==> config.mk <==
export PLATFORM = sky130hd
export DESIGN_NAME = position_overlay
export DESIGN_NICKNAME = d
export VERILOG_FILES = /design/src/rtl/position_overlay_pkg.sv /design/src/rtl/pos_avg_channel.sv /design/src/rtl/position_overlay.sv
export SDC_FILE = /design/constraint.sdc
export NUM_CORES = 1
export LEC_CHECK = 0
export CAP_MARGIN = 0
export CORE_ASPECT_RATIO = 2
export CORE_MARGIN = 2
export CORE_UTILIZATION = 35
export CTS_CLUSTER_SIZE = 20
export DETAILED_ROUTE_END_ITERATION = 6
export GPL_TIMING_DRIVEN = 1
export HOLD_SLACK_MARGIN = 0.15
export PLACE_DENSITY = 0.63
export SLEW_MARGIN = 5
export SYNTH_ARGS = -nofsm -noshare
export SYNTH_HDL_FRONTEND = slang
export SYNTH_HIERARCHICAL = 1
export SYNTH_SLANG_ARGS = --single-unit
==> constraint.sdc <==
create_clock -name clk -period 4 [get_ports clk]
set_input_delay 0.4 -clock clk [delete_from_list [all_inputs] [get_ports clk]]
set_output_delay 0.4 -clock clk [all_outputs]
set_load 0.03 [all_outputs]
==> src/rtl/position_overlay_pkg.sv <==
// Shared types and constants for the position overlay: smoothing FSM states,
// pixel type, coordinate width and the coordinate clamp helper.
package position_overlay_pkg;

    localparam int COORD_W = 12;

    typedef enum logic [2:0] {
        ST_IDLE,
        ST_CLAMP,
        ST_PRELOAD,
        ST_ACCUM,
        ST_OUT
    } avg_state_t;

    typedef logic [15:0] rgb565_t;

    // Negative coordinates pin to 0 and large ones pin to limit-1, so the
    // sample always lands inside the active area.
    function automatic logic [COORD_W-1:0] clamp_coord(input logic signed [31:0] v,
                                                       input int limit);
        logic [COORD_W-1:0] r;
        if (v < 0)
            r = '0;
        else if (v >= limit)
            r = COORD_W'(limit - 1);
        else
            r = v[COORD_W-1:0];
        return r;
    endfunction

endpackage

==> src/rtl/pos_avg_channel.sv <==
// One axis of the moving average: raw capture, clamp, sample history and
// running sum. Sequencing comes from the shared FSM in the top.
module pos_avg_channel
    import position_overlay_pkg::*;
#(
    parameter int LIMIT    = 640,
    parameter int AVG_LOG2 = 2
) (
    input  logic                      clk,
    input  logic                      rst_n,
    input  logic                      cap_en,
    input  logic                      clamp_en,
    input  logic                      pre_en,
    input  logic                      acc_en,
    input  logic [AVG_LOG2-1:0]       pre_idx,
    input  logic [AVG_LOG2-1:0]       wr_ptr,
    input  logic signed [31:0]        raw_in,
    output logic [COORD_W-1:0]        avg
);

    localparam int DEPTH = 1 << AVG_LOG2;
    localparam int SUM_W = COORD_W + AVG_LOG2;

    logic signed [31:0]   raw_reg;
    logic [COORD_W-1:0]   sample_reg;
    logic [COORD_W-1:0]   buf_mem [DEPTH];
    logic [SUM_W-1:0]     sum_reg;

    always_ff @(posedge clk or negedge rst_n) begin
        if (!rst_n) begin
            raw_reg    <= '0;
            sample_reg <= '0;
            sum_reg    <= '0;
            for (int i = 0; i < DEPTH; i++)
                buf_mem[i] <= '0;
        end else begin
            if (cap_en)
                raw_reg <= raw_in;
            if (clamp_en)
                sample_reg <= clamp_coord(raw_reg, LIMIT);
            // Preload fills the whole history with one sample, so the sum is
            // simply that sample times the depth.
            if (pre_en) begin
                buf_mem[pre_idx] <= sample_reg;
                sum_reg          <= SUM_W'(sample_reg) << AVG_LOG2;
            end
            if (acc_en) begin
                buf_mem[wr_ptr] <= sample_reg;
                sum_reg         <= sum_reg - SUM_W'(buf_mem[wr_ptr]) + SUM_W'(sample_reg);
            end
        end
    end

    assign avg = COORD_W'(sum_reg >> AVG_LOG2);

endmodule

==> src/rtl/position_overlay.sv <==
// Smooths solver coordinates, latches them at frame boundaries and draws a
// crosshair onto the pixel stream; the marker hides after a sample timeout.
module position_overlay
    import position_overlay_pkg::*;
#(
    parameter int      H_ACTIVE       = 640,
    parameter int      V_ACTIVE       = 480,
    parameter int      AVG_LOG2       = 2,
    parameter int      ARM_LEN        = 8,
    parameter int      TIMEOUT_FRAMES = 3,
    parameter rgb565_t MARK_COLOR     = 16'hF800
) (
    input  logic                clk,
    input  logic                rst_n,
    input  logic                pos_valid,
    input  logic signed [31:0]  x_2d,
    input  logic signed [31:0]  y_2d,
    input  logic                frame_start,
    input  logic                de_in,
    input  logic [COORD_W-1:0]  pix_x,
    input  logic [COORD_W-1:0]  pix_y,
    input  logic [15:0]         pixel_in,
    output logic                de_out,
    output logic [15:0]         pixel_out,
    output logic [COORD_W-1:0]  mark_x,
    output logic [COORD_W-1:0]  mark_y,
    output logic                mark_valid,
    output logic                busy,
    output logic [7:0]          drop_cnt
);

    localparam int DEPTH = 1 << AVG_LOG2;
    localparam int CNT_W = $clog2(TIMEOUT_FRAMES + 1);

    avg_state_t           state_reg, state_next;
    logic [AVG_LOG2-1:0]  pre_cnt_reg;
    logic [AVG_LOG2-1:0]  wr_ptr_reg;
    logic                 live_reg;
    logic [CNT_W-1:0]     frame_cnt_reg;
    logic [COORD_W-1:0]   pend_x_reg, pend_y_reg;
    logic [COORD_W-1:0]   mark_x_reg, mark_y_reg;
    logic                 mark_valid_reg;
    logic [7:0]           drop_cnt_reg;
    logic                 de_out_reg;
    rgb565_t              pixel_out_reg;

    logic                 cap_en, clamp_en, pre_en, acc_en;
    logic signed [31:0]   raw_in [2];
    logic [COORD_W-1:0]   avg [2];

    always_comb begin
        state_next = state_reg;
        case (state_reg)
            ST_IDLE:    if (pos_valid) state_next = ST_CLAMP;
            ST_CLAMP:   state_next = live_reg ? ST_ACCUM : ST_PRELOAD;
            ST_PRELOAD: if (pre_cnt_reg == AVG_LOG2'(DEPTH - 1)) state_next = ST_OUT;
            ST_ACCUM:   state_next = ST_OUT;
            ST_OUT:     state_next = ST_IDLE;
            default:    state_next = ST_IDLE;
        endcase
    end

    assign cap_en   = (state_reg == ST_IDLE) && pos_valid;
    assign clamp_en = (state_reg == ST_CLAMP);
    assign pre_en   = (state_reg == ST_PRELOAD);
    assign acc_en   = (state_reg == ST_ACCUM);

    always_ff @(posedge clk or negedge rst_n) begin
        if (!rst_n) begin
            state_reg    <= ST_IDLE;
            pre_cnt_reg  <= '0;
            wr_ptr_reg   <= '0;
            drop_cnt_reg <= '0;
        end else begin
            state_reg   <= state_next;
            pre_cnt_reg <= pre_en ? pre_cnt_reg + 1'b1 : '0;
            if (pre_en)
                wr_ptr_reg <= '0;
            else if (acc_en)
                wr_ptr_reg <= wr_ptr_reg + 1'b1;
            if (pos_valid && state_reg != ST_IDLE && drop_cnt_reg != 8'hFF)
                drop_cnt_reg <= drop_cnt_reg + 1'b1;
        end
    end

    assign raw_in[0] = x_2d;
    assign raw_in[1] = y_2d;

    generate
        for (genvar gi = 0; gi < 2; gi++) begin : g_axis
            pos_avg_channel #(
                .LIMIT    ((gi == 0) ? H_ACTIVE : V_ACTIVE),
                .AVG_LOG2 (AVG_LOG2)
            ) u_chan (
                .clk      (clk),
                .rst_n    (rst_n),
                .cap_en   (cap_en),
                .clamp_en (clamp_en),
                .pre_en   (pre_en),
                .acc_en   (acc_en),
                .pre_idx  (pre_cnt_reg),
                .wr_ptr   (wr_ptr_reg),
                .raw_in   (raw_in[gi]),
                .avg      (avg[gi])
            );
        end
    endgenerate

    // A fresh result in OUT wins over a coincident frame_start for live and
    // the counter; the latch itself always takes the previous pend.
    always_ff @(posedge clk or negedge rst_n) begin
        if (!rst_n) begin
            pend_x_reg     <= '0;
            pend_y_reg     <= '0;
            live_reg       <= 1'b0;
            frame_cnt_reg  <= '0;
            mark_x_reg     <= '0;
            mark_y_reg     <= '0;
            mark_valid_reg <= 1'b0;
        end else begin
            if (state_reg == ST_OUT) begin
                pend_x_reg    <= avg[0];
                pend_y_reg    <= avg[1];
                live_reg      <= 1'b1;
                frame_cnt_reg <= '0;
            end
            if (frame_start) begin
                mark_x_reg <= pend_x_reg;
                mark_y_reg <= pend_y_reg;
                if (state_reg == ST_OUT) begin
                    mark_valid_reg <= live_reg;
                end else begin
                    if (int'(frame_cnt_reg) < TIMEOUT_FRAMES)
                        frame_cnt_reg <= frame_cnt_reg + 1'b1;
                    if (int'(frame_cnt_reg) >= TIMEOUT_FRAMES - 1) begin
                        live_reg       <= 1'b0;
                        mark_valid_reg <= 1'b0;
                    end else begin
                        mark_valid_reg <= live_reg;
                    end
                end
            end
        end
    end

    logic signed [COORD_W:0] dx, dy;
    logic [COORD_W:0]        adx, ady;
    logic                    hit;

    always_comb begin
        dx  = $signed({1'b0, pix_x}) - $signed({1'b0, mark_x_reg});
        dy  = $signed({1'b0, pix_y}) - $signed({1'b0, mark_y_reg});
        adx = (dx < 0) ? -dx : dx;
        ady = (dy < 0) ? -dy : dy;
        hit = mark_valid_reg &&
              (((pix_y == mark_y_reg) && (adx <= (COORD_W+1)'(ARM_LEN))) ||
               ((pix_x == mark_x_reg) && (ady <= (COORD_W+1)'(ARM_LEN))));
    end

    always_ff @(posedge clk or negedge rst_n) begin
        if (!rst_n) begin
            de_out_reg    <= 1'b0;
            pixel_out_reg <= '0;
        end else begin
            de_out_reg    <= de_in;
            pixel_out_reg <= !de_in ? rgb565_t'(0) : (hit ? MARK_COLOR : pixel_in);
        end
    end

    assign de_out     = de_out_reg;
    assign pixel_out  = pixel_out_reg;
    assign mark_x     = mark_x_reg;
    assign mark_y     = mark_y_reg;
    assign mark_valid = mark_valid_reg;
    assign busy       = (state_reg != ST_IDLE);
    assign drop_cnt   = drop_cnt_reg;

endmodule
**Yosys cells after proc, flatten, opt, wreduce, memory -nomap -nowiden**

Cells that the tools add are included.

- Input port bits: 109
- Output and inout port bits: 51
- Logic and storage cells: 125
- Flip-flop bits (word level): 296

- $lt $le $gt $ge: 14
- Bitwise logic cells: 2
- Reductions and logical operators: 13
- Equal/unequal tests: 10
- Mux-type cells: 47
- Add/sub/neg operators: 12

Operators with widths:

| cell | count |
|---|---|
| bitwise mux 48 bit | 4 |
| two-way mux 48 bit | 4 |
| two-way mux 12 bit | 10 |
| < comparator 32 x 1 -> 1 bit (second input constant) | 2 |
| two-way mux 14 bit | 4 |
| binary-select mux 12 bit (select 2 bit) | 2 |
| demux 12 bit (select 2 bit) | 2 |
| greater-or-equal comparator 32 x 10 -> 1 bit (second input constant) | 1 |
| greater-or-equal comparator 32 x 11 -> 1 bit (second input constant) | 1 |
| two-way mux 16 bit | 2 |
| adder 14 x 12 -> 14 bit | 2 |
| subtractor 14 x 12 -> 14 bit | 2 |
| less-or-equal comparator 13 x 4 -> 1 bit (second input constant) | 2 |
| < comparator 13 x 1 -> 1 bit (second input constant) | 2 |
| two-way mux 13 bit | 2 |
| negator 13 bit | 2 |
| subtractor 12 x 12 -> 13 bit | 2 |
| equality test 12 bit | 2 |
| two-way mux 2 bit | 7 |
| case mux 3 bit (4 select lines) | 1 |
| adder 8 x 1 -> 8 bit (second input constant) | 1 |
| logical AND 1 bit | 8 |
| != test 8 bit (second input constant) | 1 |
| two-way mux 1 bit | 7 |
| 18 further kinds | 25 |

**Depth between registers and ports, before layout**

- Word-level depth: 9
- Depth in mapped cells: 13
- Gate-level depth less buffers: 13

**By module**

The synthesis kept the hierarchy.

Modules (own cells, without submodules):

| module | area each (sq um) | cells each | seq. area each (sq um) | instances |
|---|---|---|---|---|
| pos_avg_channel at g_axis[0].u_chan | 5556.6 | 472 | 2652.5 | 1 |
| pos_avg_channel at g_axis[1].u_chan | 5501.5 | 457 | 2652.5 | 1 |
| position_overlay | 5039.8 | 519 | 2102.0 | 1 |

**Worst setup path after synthesis**

No wires, ideal clock.

- Path kind: reg2reg
- From: register wr_ptr_reg[0]
- To: register g_axis[1].u_chan.sum_reg[11]
- Setup slack: 567 ps
- Period minus slack after synthesis: 3433 ps
- Buffers on the path: 2
- Setup time: 120 ps
- Arrival: 3314 ps
- Stages on the path, launching flop included: 13
- Data required time: 3880 ps
- Path through: dfrtp_1 -> buf_2 -> buf_2 -> mux4_2 -> fa_1 -> inv_1 -> ha_1 -> a21o_1 -> a21oi_2 -> a21oi_2 -> and2_4 -> or3_1 -> a31o_1

- Word-level cells in the longest chain between the ends: 7

RTL lines:

| what | line | source |
|---|---|---|
| start: declaration | position_overlay.sv:37 | `logic [AVG_LOG2-1:0] wr_ptr_reg;` |
| start signal: assignment | position_overlay.sv:80 | `wr_ptr_reg <= wr_ptr_reg + 1'b1;` |
| NOT 2 -> 3 bit (not written as such) | pos_avg_channel.sv:49 | `sum_reg <= sum_reg - SUM_W'(buf_mem[wr_ptr]) + SUM_W'(sample_reg);` |
| binary-select mux 12 bit (select 2 bit) | pos_avg_channel.sv:49 |  |
| two-way mux 12 bit (not written as such) (2 in series) | pos_avg_channel.sv:49 |  |
| subtractor 14 x 12 -> 14 bit | pos_avg_channel.sv:49 |  |
| adder 14 x 12 -> 14 bit | pos_avg_channel.sv:49 |  |
| two-way mux 14 bit | pos_avg_channel.sv:47 | `if (acc_en) begin` |
| end signal: assignment | pos_avg_channel.sv:45 | `sum_reg <= SUM_W'(sample_reg) << AVG_LOG2;` |
| end signal: assignment | pos_avg_channel.sv:49 |  |
| end: declaration | pos_avg_channel.sv:27 | `logic [SUM_W-1:0] sum_reg;` |

No other way between the ends. The select of a mux whose other input is x is not followed.
A chain may end at the register's enable or synchronous reset.

**Worst setup path in the final report**

- From: register wr_ptr_reg[0]
- To: register g_axis[1].u_chan.sum_reg[13]

Same word-level chain as after synthesis.

==> results summary <==
Counting flops with a built-in enable in the synthesized netlist gives 0. The area inside the core boundary is 45,700 sq um. The final hold slack is 0.372 ns. For the final routed database, the setup TNS stands at 0 ns. The number of cells upsized or downsized after cts is 0. The worst-case clock buffer depth is 3.

The boundary pin count is 160. The total number of H-tree levels is 1. The max-slew violation count came out at 0.

The number of endpoints with negative hold slack in the final report came out at 0. The largest net degree at the start of global routing came out at 117. Counting flops and latches in the post-synthesis netlist gives around 300. The average wire per standard cell came out at 17.6 um. The count of standard-cell rows came out at approximately 110. The fraction of the core area covered by cells at the end of the flow came out at 0.424. In this run the static leakage power is 8.52 nW.

The clock reaches the later pin of the worst-skew pair after 0.57 ns. The category of the worst setup path launch point is a flop. The total nets after synthesis came out at between 1,500 and 2,000. sky130_fd_sc_hd__dfrtp_1 takes more of the synthesized area than any other cell. The number of vias after detailed routing is ~11,000. The total setup violations reported at the end of the flow is 0.

Leaving out fill and tap cells, the most frequent cell in the layout is sky130_fd_sc_hd__dfrtp_1. The number of nets still failing antenna checks after routing is 0. Timing would allow up to roughly 270 MHz.

The tightest min-delay check is of the input pin to flop type. The top cell types in the final layout, fill and taps aside, are sky130_fd_sc_hd__dfrtp_1 (296), sky130_fd_sc_hd__mux2_2 (166), sky130_fd_sc_hd__clkdlybuf4s50_1 (157), sky130_fd_sc_hd__inv_1 (138), sky130_fd_sc_hd__nand2_1 (124). Measured along the x axis, the die boundary spans 156 um. The number of buffers added by the clock tree synthesis step is 30. The die outline height is 307 um. The count of warnings emitted by yosys is 6. The area share of the largest cell type after synthesis came out at 0.460.

Of all flip-flops after synthesis, the portion carrying an async set or reset was 1.00. In this run, the number of DRC markers left after iteration 0 of detailed routing was 395. The total iterations of the first detailed-routing run is 4. The worst setup path is captured at a flop. The total half-perimeter wirelength after legalization and detailed placement is 28.4 mm. Buffers added to address setup during post-CTS repair amount to 0.

The shortest period the worst path allows is 3.67 ns. Ranked by total cell area, the synthesized netlist is headed by sky130_fd_sc_hd__dfrtp_1 (46%), sky130_fd_sc_hd__mux2_2 (12%), sky130_fd_sc_hd__ha_1 (4.4%), sky130_fd_sc_hd__mux4_2 (3.4%), sky130_fd_sc_hd__fa_1 (3.2%). For this run the aggregate overflow at the end of global routing stands at 0. Measured against its own limit, the worst slew margin works out to 0.313. The slew at the pin with the worst max-slew slack is between 1 and 1.5 ns. The total wire length is between 30 and 40 mm.

For this configuration, the core starts out at a cell density of 0.352. Summing every instance area after synthesis gives 16,100 sq um. The critical path data arrival time came out at 4.10 ns. The slowest stage cell on the critical path is sky130_fd_sc_hd__dfrtp_1.

In this run the worst path has a maximum fanout of 8. The register with the most flip-flops in the layout has 96 of them. The flow ran to the end, and the final reports show no timing, DRC or antenna violations. Between clock sinks in the finished design, the worst skew comes to 0.00992 ns. The die outline area came out at 47,800 sq um. The number of diodes added for antenna fixing came out at 0. Using the TritonRoute via totals, the vias-per-cell ratio works out to 5.18. The final RePlAce weighted congestion came out at 0.868. The clock transition time at the flip-flop clock pins of the worst setup and hold paths is 0.07 ns. Grouping stages by cell kind, the critical path spends the most delay in adder cells. The number of antenna violations at the first check in global routing came out at 0.

The total of hold buffers inserted after clock tree synthesis is 1. The clock net in this run drives a total of roughly 300 sinks. The via count of the first global-routing pass is approximately 12,000. The biggest cell delay along the critical path is 0.58 ns. The total global routing track utilization came out at 0.163. The post-synthesis average cell area came out at 11.1 sq um. The count of unresolved DRC violations after routing came out at 0. TritonCTS built the clock tree. Among all flip-flop cells after synthesis, the most frequent one is sky130_fd_sc_hd__dfrtp_1. The share of post-route cells with drive strength above 1 is 0.196.

The first-pass GRT wire length came out at ~63 mm. Compared with the post-synthesis result, the final layout area differs by 20.2%. The power per unit of standard cell area came out at 862 nW/um^2. The required time reported for the critical path endpoint came out at 4.43 ns.

The tool flagged a number of max-cap violations equal to 0. The number of I/O port buffers came out at ~160. In this run the clock root is driven by a sky130_fd_sc_hd__clkbuf_16. For this run, the register share of the synthesized area comes to 0.460.

The distinct cell type count of the synthesized netlist came out at 89. Setup repair after global routing left no endpoint under its margin. The signal on the critical path passes through buf_4, mux4_2, fa_1, inv_1, ha_1, o21ai_0, o211ai_1, and3_1, a311oi_1, xnor2_1, mux2i_1.

The number of buffers and inverters on the critical path is 2. The worst setup path is of the flop to flop kind. The synthesized instance count came out at 1,448. Of the available clock period, the critical path in the final layout requires 0.917. After the last flow step, the layout net total stands at 1,781. The peak supply drop is between 400 and 500 uV.
==> power by group <==
part,internal (W),switching (W)
clock,0.00179,0.00121
combinational,0.00393,0.00493
sequential,0.00406,0.000759
total,0.00978,0.00689
==> cells in the mapped netlist, types with 21 or more instances <==
cell type / count
sky130_fd_sc_hd__a211oi_1: 23
sky130_fd_sc_hd__a21oi_1: 35
sky130_fd_sc_hd__buf_2: 28
sky130_fd_sc_hd__buf_4: 26
sky130_fd_sc_hd__clkbuf_1: 24
sky130_fd_sc_hd__dfrtp_1: 296
sky130_fd_sc_hd__fa_1: 26
sky130_fd_sc_hd__ha_1: 56
sky130_fd_sc_hd__inv_1: 138
sky130_fd_sc_hd__mux2_2: 166
sky130_fd_sc_hd__mux2i_1: 22
sky130_fd_sc_hd__mux4_2: 24
sky130_fd_sc_hd__nand2_1: 124
sky130_fd_sc_hd__nor2_1: 51
sky130_fd_sc_hd__o21ai_0: 99
sky130_fd_sc_hd__xnor2_1: 21
sky130_fd_sc_hd__xor2_1: 23
==> final timing paths <==
check / slack (ns) / to / start / cells past startpoint
setup / recovery: 0.33 / g_axis[1].u_chan/sum_reg[13] / wr_ptr_reg[0] / 11
hold / removal: 0.37 / pixel_out[6] / pixel_in[6] / 3
setup reg to reg: 0.33 / g_axis[1].u_chan/sum_reg[13] / wr_ptr_reg[0] / 11
hold reg to reg: 0.48 / g_axis[1].u_chan/buf_mem[44] / g_axis[1].u_chan/buf_mem[44] / 2
max in group asynchronous: 2.43 / mark_y[7] / rst_n / 3
min in group asynchronous: 0.46 / g_axis[0].u_chan/raw_reg[13] / rst_n / 2
==> through the flow <==
step	power [W]	cells	cell area [sq um]	setup slack, ns
floorplan	0.0114	1448	16100	0.567
global placement	0.0135	2122	18300	0.121
detailed placement	0.0137	2122	18300	-0.0166
CTS	0.0169	2179	19400	0.257
global route	0.0180	2179	19400	0.0719
finish	0.0167	2179	19400	0.332
==> per-layer routing <==
layer  share of wire  up-vias  track usage
met2            0.54      294        0.315
met5               0        -            0
met3           0.044       63       0.0231
met4           0.028        0       0.0553
li1                -     5399            -
met1            0.38     5534        0.178
==> kinds of logic after synthesis <==
group | after synthesis | share of synthesized area
and+or+nand+nor | 294 | 0.0897
muxes | 212 | 0.163
xor gates and xnor gates | 45 | 0.0249
buffers and inverters | 226 | 0.0614
DFF | 296 | 0.460
adders and majority gates | 82 | 0.0759
AOI/OAI and AO/OA | 293 | 0.125
==> cell type report <==
| cell class | count | area [sq um] |
|---|---|---|
| Tap cell | 565 | 707 |
| Fill cell | 4307 | 26300 |
| Multi-Input combinational cell | 926 | 7730 |
| Timing Repair Buffer | 195 | 1910 |
| Sequential cell | 296 | 7410 |
| Clock inverter | 10 | 136 |
| Inverter | 141 | 529 |
| Clock buffer | 46 | 932 |
==> worst reg2reg max path, cell delays in order (launching register included) <==
cell and delay [ns]:
sky130_fd_sc_hd__dfrtp_1 0.58, sky130_fd_sc_hd__buf_4 0.30, sky130_fd_sc_hd__mux4_2 0.56, sky130_fd_sc_hd__fa_1 0.49, sky130_fd_sc_hd__inv_1 0.04, sky130_fd_sc_hd__ha_1 0.39, sky130_fd_sc_hd__o21ai_0 0.25, sky130_fd_sc_hd__o211ai_1 0.12
sky130_fd_sc_hd__and3_1 0.18, sky130_fd_sc_hd__a311oi_1 0.36, sky130_fd_sc_hd__xnor2_1 0.17, sky130_fd_sc_hd__mux2i_1 0.09
Note: power is estimated with default switching activity, not from simulation.
